`src/rtl/smolproc_io_pkg.sv`:
```
// Shared definitions for the smolproc memory-mapped I/O blocks.
// Holds the UART transmitter state encoding and I/O map constants.
package smolproc_io_pkg;

    typedef enum logic [1:0] {
        IDLE,
        START,
        DATA,
        STOP
    } tx_state_t;

    localparam int         UART_FRAME_BITS = 10;
    localparam logic [7:0] IO_UART_ADDR    = 8'hFF;

endpackage

```
`src/rtl/io_fifo.sv`:
```
// Small circular FIFO for the I/O path; the pointers carry one extra MSB
// so full and empty can be told apart. The caller gates push and pop.
module io_fifo #(
    parameter int WIDTH      = 8,
    parameter int DEPTH_LOG2 = 2
) (
    input  logic             sig_clk,
    input  logic             sig_rst_n,
    input  logic             push,
    input  logic             pop,
    input  logic [WIDTH-1:0] wr_data,
    output logic [WIDTH-1:0] rd_data,
    output logic             full,
    output logic             empty
);

    localparam int DEPTH = 1 << DEPTH_LOG2;
    localparam int PTR_W = DEPTH_LOG2 + 1;

    logic [WIDTH-1:0] mem_q [DEPTH];
    logic [PTR_W-1:0] wr_ptr_q, wr_ptr_d;
    logic [PTR_W-1:0] rd_ptr_q, rd_ptr_d;

    always_comb begin
        wr_ptr_d = wr_ptr_q + {{DEPTH_LOG2{1'b0}}, push};
        rd_ptr_d = rd_ptr_q + {{DEPTH_LOG2{1'b0}}, pop};
    end

    always_ff @(posedge sig_clk or negedge sig_rst_n) begin
        if (!sig_rst_n) begin
            wr_ptr_q <= '0;
            rd_ptr_q <= '0;
        end else begin
            wr_ptr_q <= wr_ptr_d;
            rd_ptr_q <= rd_ptr_d;
        end
    end

    // Storage needs no reset: resetting the pointers discards the contents.
    always_ff @(posedge sig_clk) begin
        if (push) begin
            mem_q[wr_ptr_q[DEPTH_LOG2-1:0]] <= wr_data;
        end
    end

    assign rd_data = mem_q[rd_ptr_q[DEPTH_LOG2-1:0]];
    assign empty   = (wr_ptr_q == rd_ptr_q);
    assign full    = (wr_ptr_q[PTR_W-1] != rd_ptr_q[PTR_W-1]) &&
                     (wr_ptr_q[DEPTH_LOG2-1:0] == rd_ptr_q[DEPTH_LOG2-1:0]);

endmodule

```
`src/rtl/uart_tx_module.sv`:
```
// 8N1 UART transmitter fed by the memory-mapped output port. Bytes are
// queued in a small FIFO and sent back-to-back with a registered TX line.
module uart_tx_module
    import smolproc_io_pkg::*;
#(
    parameter int CLKS_PER_BIT    = 16,
    parameter int FIFO_DEPTH_LOG2 = 2
) (
    input  logic       sig_clk,
    input  logic       sig_rst_n,
    input  logic [7:0] IO_data,
    input  logic       IO_sig_strobe,
    input  logic       IO_sig_ovf_clr,
    output logic       UART_tx,
    output logic       IO_sig_full,
    output logic       IO_sig_busy,
    output logic       IO_sig_ovf
);

    localparam int                BAUD_W    = $clog2(CLKS_PER_BIT);
    localparam logic [BAUD_W-1:0] BAUD_LAST = BAUD_W'(CLKS_PER_BIT - 1);

    tx_state_t         state_q, state_d;
    logic [BAUD_W-1:0] baud_q, baud_d;
    logic [2:0]        bit_q, bit_d;
    logic [7:0]        shift_q, shift_d;
    logic              tx_q, tx_d;
    logic              ovf_q, ovf_d;

    logic       fifo_full;
    logic       fifo_empty;
    logic [7:0] fifo_head;
    logic       pop;
    logic       push;
    logic       baud_end;

    // A full FIFO still takes a byte when the transmitter pops in the same cycle.
    assign push     = IO_sig_strobe && (!fifo_full || pop);
    assign baud_end = (baud_q == BAUD_LAST);

    io_fifo #(
        .WIDTH      (8),
        .DEPTH_LOG2 (FIFO_DEPTH_LOG2)
    ) u_fifo (
        .sig_clk   (sig_clk),
        .sig_rst_n (sig_rst_n),
        .push      (push),
        .pop       (pop),
        .wr_data   (IO_data),
        .rd_data   (fifo_head),
        .full      (fifo_full),
        .empty     (fifo_empty)
    );

    always_comb begin
        state_d = state_q;
        baud_d  = baud_q;
        bit_d   = bit_q;
        shift_d = shift_q;
        pop     = 1'b0;

        case (state_q)
            IDLE: begin
                if (!fifo_empty) begin
                    pop     = 1'b1;
                    shift_d = fifo_head;
                    baud_d  = '0;
                    state_d = START;
                end
            end
            START: begin
                if (baud_end) begin
                    baud_d  = '0;
                    bit_d   = '0;
                    state_d = DATA;
                end else begin
                    baud_d = baud_q + BAUD_W'(1);
                end
            end
            DATA: begin
                if (baud_end) begin
                    baud_d = '0;
                    if (bit_q == 3'd7) begin
                        state_d = STOP;
                    end else begin
                        shift_d = {1'b0, shift_q[7:1]};
                        bit_d   = bit_q + 3'd1;
                    end
                end else begin
                    baud_d = baud_q + BAUD_W'(1);
                end
            end
            STOP: begin
                if (baud_end) begin
                    baud_d = '0;
                    if (!fifo_empty) begin
                        pop     = 1'b1;
                        shift_d = fifo_head;
                        state_d = START;
                    end else begin
                        state_d = IDLE;
                    end
                end else begin
                    baud_d = baud_q + BAUD_W'(1);
                end
            end
            default: state_d = IDLE;
        endcase

        // TX is registered from the next state so the line never glitches.
        case (state_d)
            START:   tx_d = 1'b0;
            DATA:    tx_d = shift_d[0];
            default: tx_d = 1'b1;
        endcase

        if (IO_sig_strobe && !push) begin
            ovf_d = 1'b1;
        end else if (IO_sig_ovf_clr) begin
            ovf_d = 1'b0;
        end else begin
            ovf_d = ovf_q;
        end
    end

    always_ff @(posedge sig_clk or negedge sig_rst_n) begin
        if (!sig_rst_n) begin
            state_q <= IDLE;
            baud_q  <= '0;
            bit_q   <= '0;
            shift_q <= '0;
            tx_q    <= 1'b1;
            ovf_q   <= 1'b0;
        end else begin
            state_q <= state_d;
            baud_q  <= baud_d;
            bit_q   <= bit_d;
            shift_q <= shift_d;
            tx_q    <= tx_d;
            ovf_q   <= ovf_d;
        end
    end

    assign UART_tx     = tx_q;
    assign IO_sig_full = fifo_full;
    assign IO_sig_busy = (state_q != IDLE) || !fifo_empty;
    assign IO_sig_ovf  = ovf_q;

endmodule

```
`config.mk`:
```
export PLATFORM = sky130hd
export DESIGN_NAME = uart_tx_module
export DESIGN_NICKNAME = d
export VERILOG_FILES = /design/src/rtl/smolproc_io_pkg.sv /design/src/rtl/io_fifo.sv /design/src/rtl/uart_tx_module.sv
export SDC_FILE = /design/constraint.sdc
export NUM_CORES = 1
export LEC_CHECK = 0
export CORE_ASPECT_RATIO = 1.75
export CORE_UTILIZATION = 35
export DETAILED_ROUTE_END_ITERATION = 10
export PLACE_DENSITY = 0.51
export SETUP_SLACK_MARGIN = 0.5
export SYNTH_ARGS = -nofsm -noshare
export SYNTH_HDL_FRONTEND = slang
export SYNTH_SLANG_ARGS = --single-unit
```
`constraint.sdc`:
```
create_clock -name sig_clk -period 2.1 [get_ports sig_clk]
set_input_delay 0.525 -clock sig_clk [delete_from_list [all_inputs] [get_ports sig_clk]]
set_output_delay 0.525 -clock sig_clk [all_outputs]
set_load 0.01 [all_outputs]
```
==> results of run 1 <==
worst min path at each step:
stage / startpoint / end / slack, ns / cells after the start
after detailed placement: u_fifo.wr_ptr_q[2]$_DFF_PN0_ / u_fifo.wr_ptr_q[2]$_DFF_PN0_ / 0.49 / 1
after global placement: u_fifo.rd_ptr_q[2]$_DFF_PN0_ / u_fifo.rd_ptr_q[2]$_DFF_PN0_ / 0.48 / 1
after floorplan: sig_rst_n / IO_sig_ovf$_DFFE_PN0P_ / 0.23 / 0
final: IO_sig_ovf$_DFFE_PN0P_ / IO_sig_ovf$_DFFE_PN0P_ / 0.53 / 2
after global routing: shift_q[3]$_DFFE_PN0P_ / shift_q[3]$_DFFE_PN0P_ / 0.56 / 1
after CTS: u_fifo.wr_ptr_q[2]$_DFF_PN0_ / u_fifo.wr_ptr_q[2]$_DFF_PN0_ / 0.53 / 1
cell usage after synthesis (all sizes together) (3+ instances only):
cell type	n
edfxtp	32
dfrtp	24
o21ai	16
nand2	14
ha	12
a22o	11
mux2i	8
mux4	8
inv	7
buf	5
clkbuf	5
nand3	5
a21oi	4
xnor2	4
a211oi	3
and2	3
and3	3
nor2	3
nor3	3
what timing repair did:
action | CTS | global route
setup endpoints to repair | 54 | 51
resized for setup | 45 | 11
setup buffers | 16 | 7
pin swaps | 14 | 9
hold endpoints to repair | 0 | 0
cloned | 1 | 0
per-layer routing:
metal / vias up / GRT usage
met2: 38 / 0.305
met1: 908 / 0.157
li1: 837 / -
met3: 15 / 0.0405
met5: - / 0
met4: 0 / 0.0885
metrics by stage:
step,area [µm²],utilization,setup slack [ns],cells,total power [mW]
after floorplan,2850,-,0.329,191,3.39
after global placement,3140,0.418,0.141,295,3.87
after detailed placement,3140,0.418,0.111,295,3.96
after CTS,3740,0.498,0.197,328,6.10
after global routing,3830,0.510,0.149,335,6.66
final,3830,0.510,0.196,335,6.32
state kept, by name, summed over array words and instances (netlist names):
name and count:
bit_q 3, baud_q 4, IO_sig_ovf 1, u_fifo.wr_ptr_q 3, u_fifo.rd_ptr_q 3, u_fifo.mem_q 32, state_q 2, shift_q 8
UART_tx 1
worst min-delay path, delay by kind of cell (launching register included):
| kind | cells | cell delay [ns] |
|---|---|---|
| buffers and inverters | 1 | 0.06 |
| AO/OA/AOI/OAI | 1 | 0.07 |
| flip-flops | 1 | 0.37 |
where the power goes:
part	total, mW	internal [mW]	switching, mW
logic	2.94	1.55	1.39
clock network	1.63	1.15	0.479
registers	1.75	1.54	0.212
kinds of logic after synthesis:
family / count (synthesis) / share of synthesized area
simple gates: 38 / 0.0717
fa+ha+maj: 12 / 0.0555
xor+xnor: 6 / 0.0250
buf+inv: 17 / 0.0407
flops: 57 / 0.587
mux: 16 / 0.106
compound gates: 45 / 0.114
layout by cell type, fill, tap and decap left out, drive strengths merged, types with 3 or more instances in the layout:
cell	netlist	layout
o21ai	16	16
dfrtp	24	24
a22o	11	11
inv	7	7
mux4	8	8
clkbuf	5	10
a21oi	4	4
nor3	3	3
mux2i	8	8
and2	3	3
a211oi	3	3
nand3	5	5
xnor2	4	4
nor2	3	3
nand2	14	14
buf	5	36
bufinv	0	3
ha	12	12
clkdlybuf4s50	0	11
and3	3	3
edfxtp	32	32
final cells by class:
cell class                      count  area, µm²
Inverter                            7       28.8
Multi-Input combinational cell    118       1260
Clock buffer                       10        229
Sequential cell                    57       1590
Tap cell                           88        110
Clock inverter                      6        106
Timing Repair Buffer               49        502
Fill cell                         646       3680
==> results.py, run 1 <==
metrics = {
    "status": {
        "status": "finished, final reports clean",
    },
    "clock_network": {
        "htree_num_levels": 3,
        "cts_tree": "done",
        "clk_pin_slew_ns": 0.05,
        "cts.sinks": 57,
        "clockRootBuffer": "clkbuf_16",
        "numCtsBuffers": 9,
        "clockBufferDepth": 2,
        "cts.hold.buffers_added": 0,
        "clock_latency_ns": 0.32,
    },
    "setup_path": {
        "crit_cells": 4,
        "regToRegStartpoint": "state_q[0]$_DFF_PN0_",
        "cp.arrival_ns": 1.38,
        "reg2reg_slack_ns": 0.28,
        "path_cells": "xnor2_2, and3_4, nand2_4, buf_6",
        "timing.critical_path.to": "IO_sig_busy",
        "ff2ff_path_depth": 6,
        "cp_num_buf_inv": 1,
        "slowest_delay_ns": 0.41,
        "crit_family": "flip-flops",
        "worst-path-max-fanout": 4,
        "required_ns": 1.57,
        "startpoint": "u_fifo.wr_ptr_q[2]$_DFF_PN0_",
        "worst_setup_path_end_kind": "output pin",
        "r2r-end": "UART_tx$_DFF_PN1_",
        "crit_type": "reg2out",
        "slowest_stage": "dfrtp_1",
        "crit_path_start_kind": "flop",
    },
    "power_and_ir_drop": {
        "power.density_nw_per_um2": 1650,
        "p_leak_nw": 1.50,
        "vdd_ir_drop_max_mv": 0.781,
    },
    "job": {
        "drv_cap": 0,
    },
    "detailed_routing": {
        "drt_wl_total_mm": 5.89,
        "wl_met2_mm": 3.41,
        "first_pass_iters": 4,
        "wl_met3_um": 166,
        "ant_nets": 0,
        "m1WireLength_mm": 2.14,
        "top_layer": "met4",
        "wl_per_cell_um": 17.6,
        "drcViolationCount": 0,
        "vias_per_cell": 5.37,
        "drt_iter0_markers": 63,
        "via_count": 1798,
    },
    "sta": {
        "fmax_mhz": 525,
        "finalCritPeriodShare": 0.907,
        "finalHoldViolations": 0,
        "fin_skew_ns": 0.00525,
        "rsz0062_at_grt": "yes",
        "slew_headroom": 0.768,
        "period_needed_ns": 1.90,
        "holdWs_ns": 0.532,
        "tightest_slew_ns": 0.342,
        "drv_slew": 0,
        "tns_ns": 0,
        "setup_viol": 0,
    },
    "yosys": {
        "ys_types": 42,
        "synth.top_cell.area_share": 0.355,
        "synthArstFlopShare": 0.439,
        "ys.flop_type": "edfxtp_1",
        "syn-instance-count": 191,
        "yosys_warnings": 0,
        "synth_edf_count": 32,
        "avgSynthCellArea_um2": 14.2,
        "synth_nets": 215,
        "synth_area_leader_cell": "edfxtp_1",
        "ys_ff_latch": 57,
        "synth_area_um2": 2700,
        "synth.top_cells.by_area": "edfxtp_1 (36%), dfrtp_1 (22%), mux4_1 (6.8%)",
        "synth_seq_area_share": 0.587,
    },
    "die": {
        "ios": 16,
        "rows": 42,
        "die_area_um2": 8090,
        "die_w_um": 68.4,
        "die_h_um": 118,
        "core_region_area_um2": 7510,
        "initial_utilization": 0.360,
    },
    "global_routing": {
        "grt_pass1_vias": 1947,
        "grt_pass1_wl_mm": 9.40,
        "grt_max_degree": 26,
        "track_usage": 0.166,
        "grt_overflow": 0,
        "antenna_found_initial": 0,
    },
    "placed_design": {
        "dp_hpwl_mm": 3.82,
        "place.gp.congestion": 0.778,
        "port_buffers": 15,
    },
    "final_layout": {
        "num_antenna_cells": 0,
        "final_layout_size_suffix_gt1_frac": 0.393,
        "final_nets": 266,
        "synthToLayoutAreaGrowth_pct": 41.7,
    },
    "hold_path": {
        "min_path_type": "reg2reg",
    },
}
No activity file was read; power rests on OpenSTA's default activity.
==> run 2, diff against run 1 <==
Settings changed: CORE_MARGIN from default to 10, CORE_UTILIZATION 35 to 53, PLACE_DENSITY 0.51 to 0.73.
==> run 2 against run 1 <==
Against the previous run: cell count down 6.9%; worst hold slack better by 0.014 ns; clock power down 40%; setup slack worse by 0.12 ns; sequential power about the same; count of clock-buffer cells in the layout unchanged; sequential share of layout area up 0.40 points; critical path depth unchanged; via count up 3.2%; register-to-register slack worse by 0.13 ns; clock skew up 0.0027 ns; non-clock buffer count up 11; largest power group unchanged; highest routed layer unchanged.
==> results.py, run 2 (synthesis gave the netlist of run 1 again) <==
metrics = {
    "global_routing": {
        "track_usage": 0.157,
        "grt_overflow": 0,
        "grt_pass1_vias": 2064,
        "antenna_found_initial": 0,
        "grt_pass1_wl_mm": 9.96,
        "grt_max_degree": 26,
    },
    "detailed_routing": {
        "ant_nets": 0,
        "first_pass_iters": 4,
        "drt_iter0_markers": 101,
        "vias_per_cell": 5.95,
        "drt_wl_total_mm": 6.50,
        "drcViolationCount": 0,
        "wl_per_cell_um": 20.8,
        "via_count": 1855,
    },
    "clock_network": {
        "cts.sinks": 57,
        "clockBufferDepth": 2,
        "clockRootBuffer": "clkbuf_8",
        "clock_latency_ns": 0.34,
        "htree_num_levels": 3,
        "clk_pin_slew_ns": 0.07,
        "numCtsBuffers": 9,
        "cts.hold.buffers_added": 0,
        "cts_tree": "done",
    },
    "die": {
        "rows": 34,
        "initial_utilization": 0.543,
        "die_w_um": 74.0,
        "die_area_um2": 8470,
        "core_region_area_um2": 4980,
        "die_h_um": 114,
        "ios": 16,
    },
    "final_layout": {
        "final_cell_mix": "edfxtp_1 (32), buf_4 (31), dfrtp_1 (19)",
        "layout_commonest_cell": "edfxtp_1",
        "final_layout_size_suffix_gt1_frac": 0.473,
        "synthToLayoutAreaGrowth_pct": 40.4,
        "n_fill_cell": 300,
        "num_antenna_cells": 0,
        "largest_reg_flops": 32,
        "final_nets": 277,
    },
    "sta": {
        "slew_headroom": 0.671,
        "drv_slew": 0,
        "fmax_mhz": 495,
        "finalHoldViolations": 0,
        "tns_ns": 0,
        "finalCritPeriodShare": 0.962,
        "tightest_slew_ns": 0.488,
        "setup_viol": 0,
        "fin_skew_ns": 0.00799,
        "period_needed_ns": 2.02,
        "fin_ws_ns": 0.0798,
        "rsz0062_at_grt": "yes",
    },
    "placed_design": {
        "dp_slack_ns": 0.0970,
        "port_buffers": 15,
        "place.gp.congestion": 0.761,
        "dp_hpwl_mm": 3.85,
    },
    "power_and_ir_drop": {
        "power.density_nw_per_um2": 1570,
        "swShare": 0.369,
        "seqPwrFrac": 0.298,
        "p_int_mw": 3.75,
        "power_switching_mw": 2.20,
        "clockPowerShare": 0.163,
        "power.total_mw": 5.95,
        "p_comb_frac": 0.539,
        "vdd_ir_drop_max_mv": 1.44,
        "p_leak_nw": 1.46,
    },
    "setup_path": {
        "required_ns": 1.57,
        "crit_type": "reg2out",
        "crit_path_start_kind": "flop",
        "worst_setup_path_end_kind": "output pin",
        "worst-path-max-fanout": 2,
        "cp.arrival_ns": 1.50,
    },
    "job": {
        "drv_cap": 0,
    },
    "hold_path": {
        "min_path_type": "in2async",
    },
    "status": {
        "status": "finished, final reports clean",
    },
}
[run 2: cell types whose count changed in the layout (fill, tap and decap cells not counted), sizes merged]
cell	previous run	this run
clkinvlp	1	2
clkinv	2	3
buf	36	48
bufinv	3	1
clkdlybuf4s15	1	0
[run 2: final cells by class]
type                            instances  area (µm²)  share of cell area
Clock buffer                           10         128              0.0336
Timing Repair Buffer                   60         569               0.150
Sequential cell                        57        1590               0.420
Inverter                                7        26.3             0.00692
Multi-Input combinational cell        118        1350               0.356
Clock inverter                          6        58.8              0.0155
Tap cell                               54        67.6              0.0178
[run 2: power by group through the flow]
| stage | clock, mW | combinational [mW] | sequential (mW) |
|---|---|---|---|
| finish | 0.971 | 3.21 | 1.77 |
| global route | 1.05 | 3.43 | 1.80 |
| CTS | 0.980 | 2.67 | 1.74 |
| detailed placement | 0 | 2.19 | 1.76 |
| global placement | 0 | 2.09 | 1.73 |
| floorplan | 0 | 1.65 | 1.74 |
[run 2: worst paths after layout]
kind / from / endpoint / slack (ns) / depth (start not counted)
max: u_fifo.wr_ptr_q[2]$_DFF_PN0_ / IO_sig_full / 0.08 / 4
min: sig_rst_n / bit_q[0]$_DFFE_PN0P_ / 0.55 / 2
max reg2reg: u_fifo.wr_ptr_q[2]$_DFF_PN0_ / u_fifo.mem_q[1][3]$_DFFE_PP_ / 0.15 / 7
min reg2reg: shift_q[6]$_DFFE_PN0P_ / shift_q[6]$_DFFE_PN0P_ / 0.55 / 1
max in group asynchronous: sig_rst_n / UART_tx$_DFF_PN1_ / 1.24 / 2
min in group sig_clk: shift_q[6]$_DFFE_PN0P_ / shift_q[6]$_DFFE_PN0P_ / 0.55 / 1
[run 2: what timing repair did]
item	CTS	global route
pin swaps	8	16
gates cloned	1	0
gates resized for setup	45	35
setup buffers	14	19
setup endpoints to repair	53	52
[run 2: metrics by stage]
step | instances | instance area (µm²) | hold WS [ns] | utilization
after floorplan | 191 | 2850 | 0.229 | -
after global placement | 262 | 3100 | 0.476 | 0.623
after detailed placement | 262 | 3100 | 0.484 | 0.623
after CTS | 293 | 3530 | 0.539 | 0.710
after global routing | 312 | 3790 | 0.564 | 0.762
final | 312 | 3790 | 0.547 | 0.762
[run 2: metal layers]
layer | GRT usage | part of all wire
met1 | 0.137 | 0.34
met2 | 0.287 | 0.58
met3 | 0.0443 | 0.036
met4 | 0.111 | 0.044
met5 | 0 | 0
[run 2: worst max-delay path, stage by stage (launching register included)]
cell	delay (ns)
dfrtp_1	0.42
xnor2_2	0.24
buf_4	0.15
and3b_2	0.22
buf_6	0.12
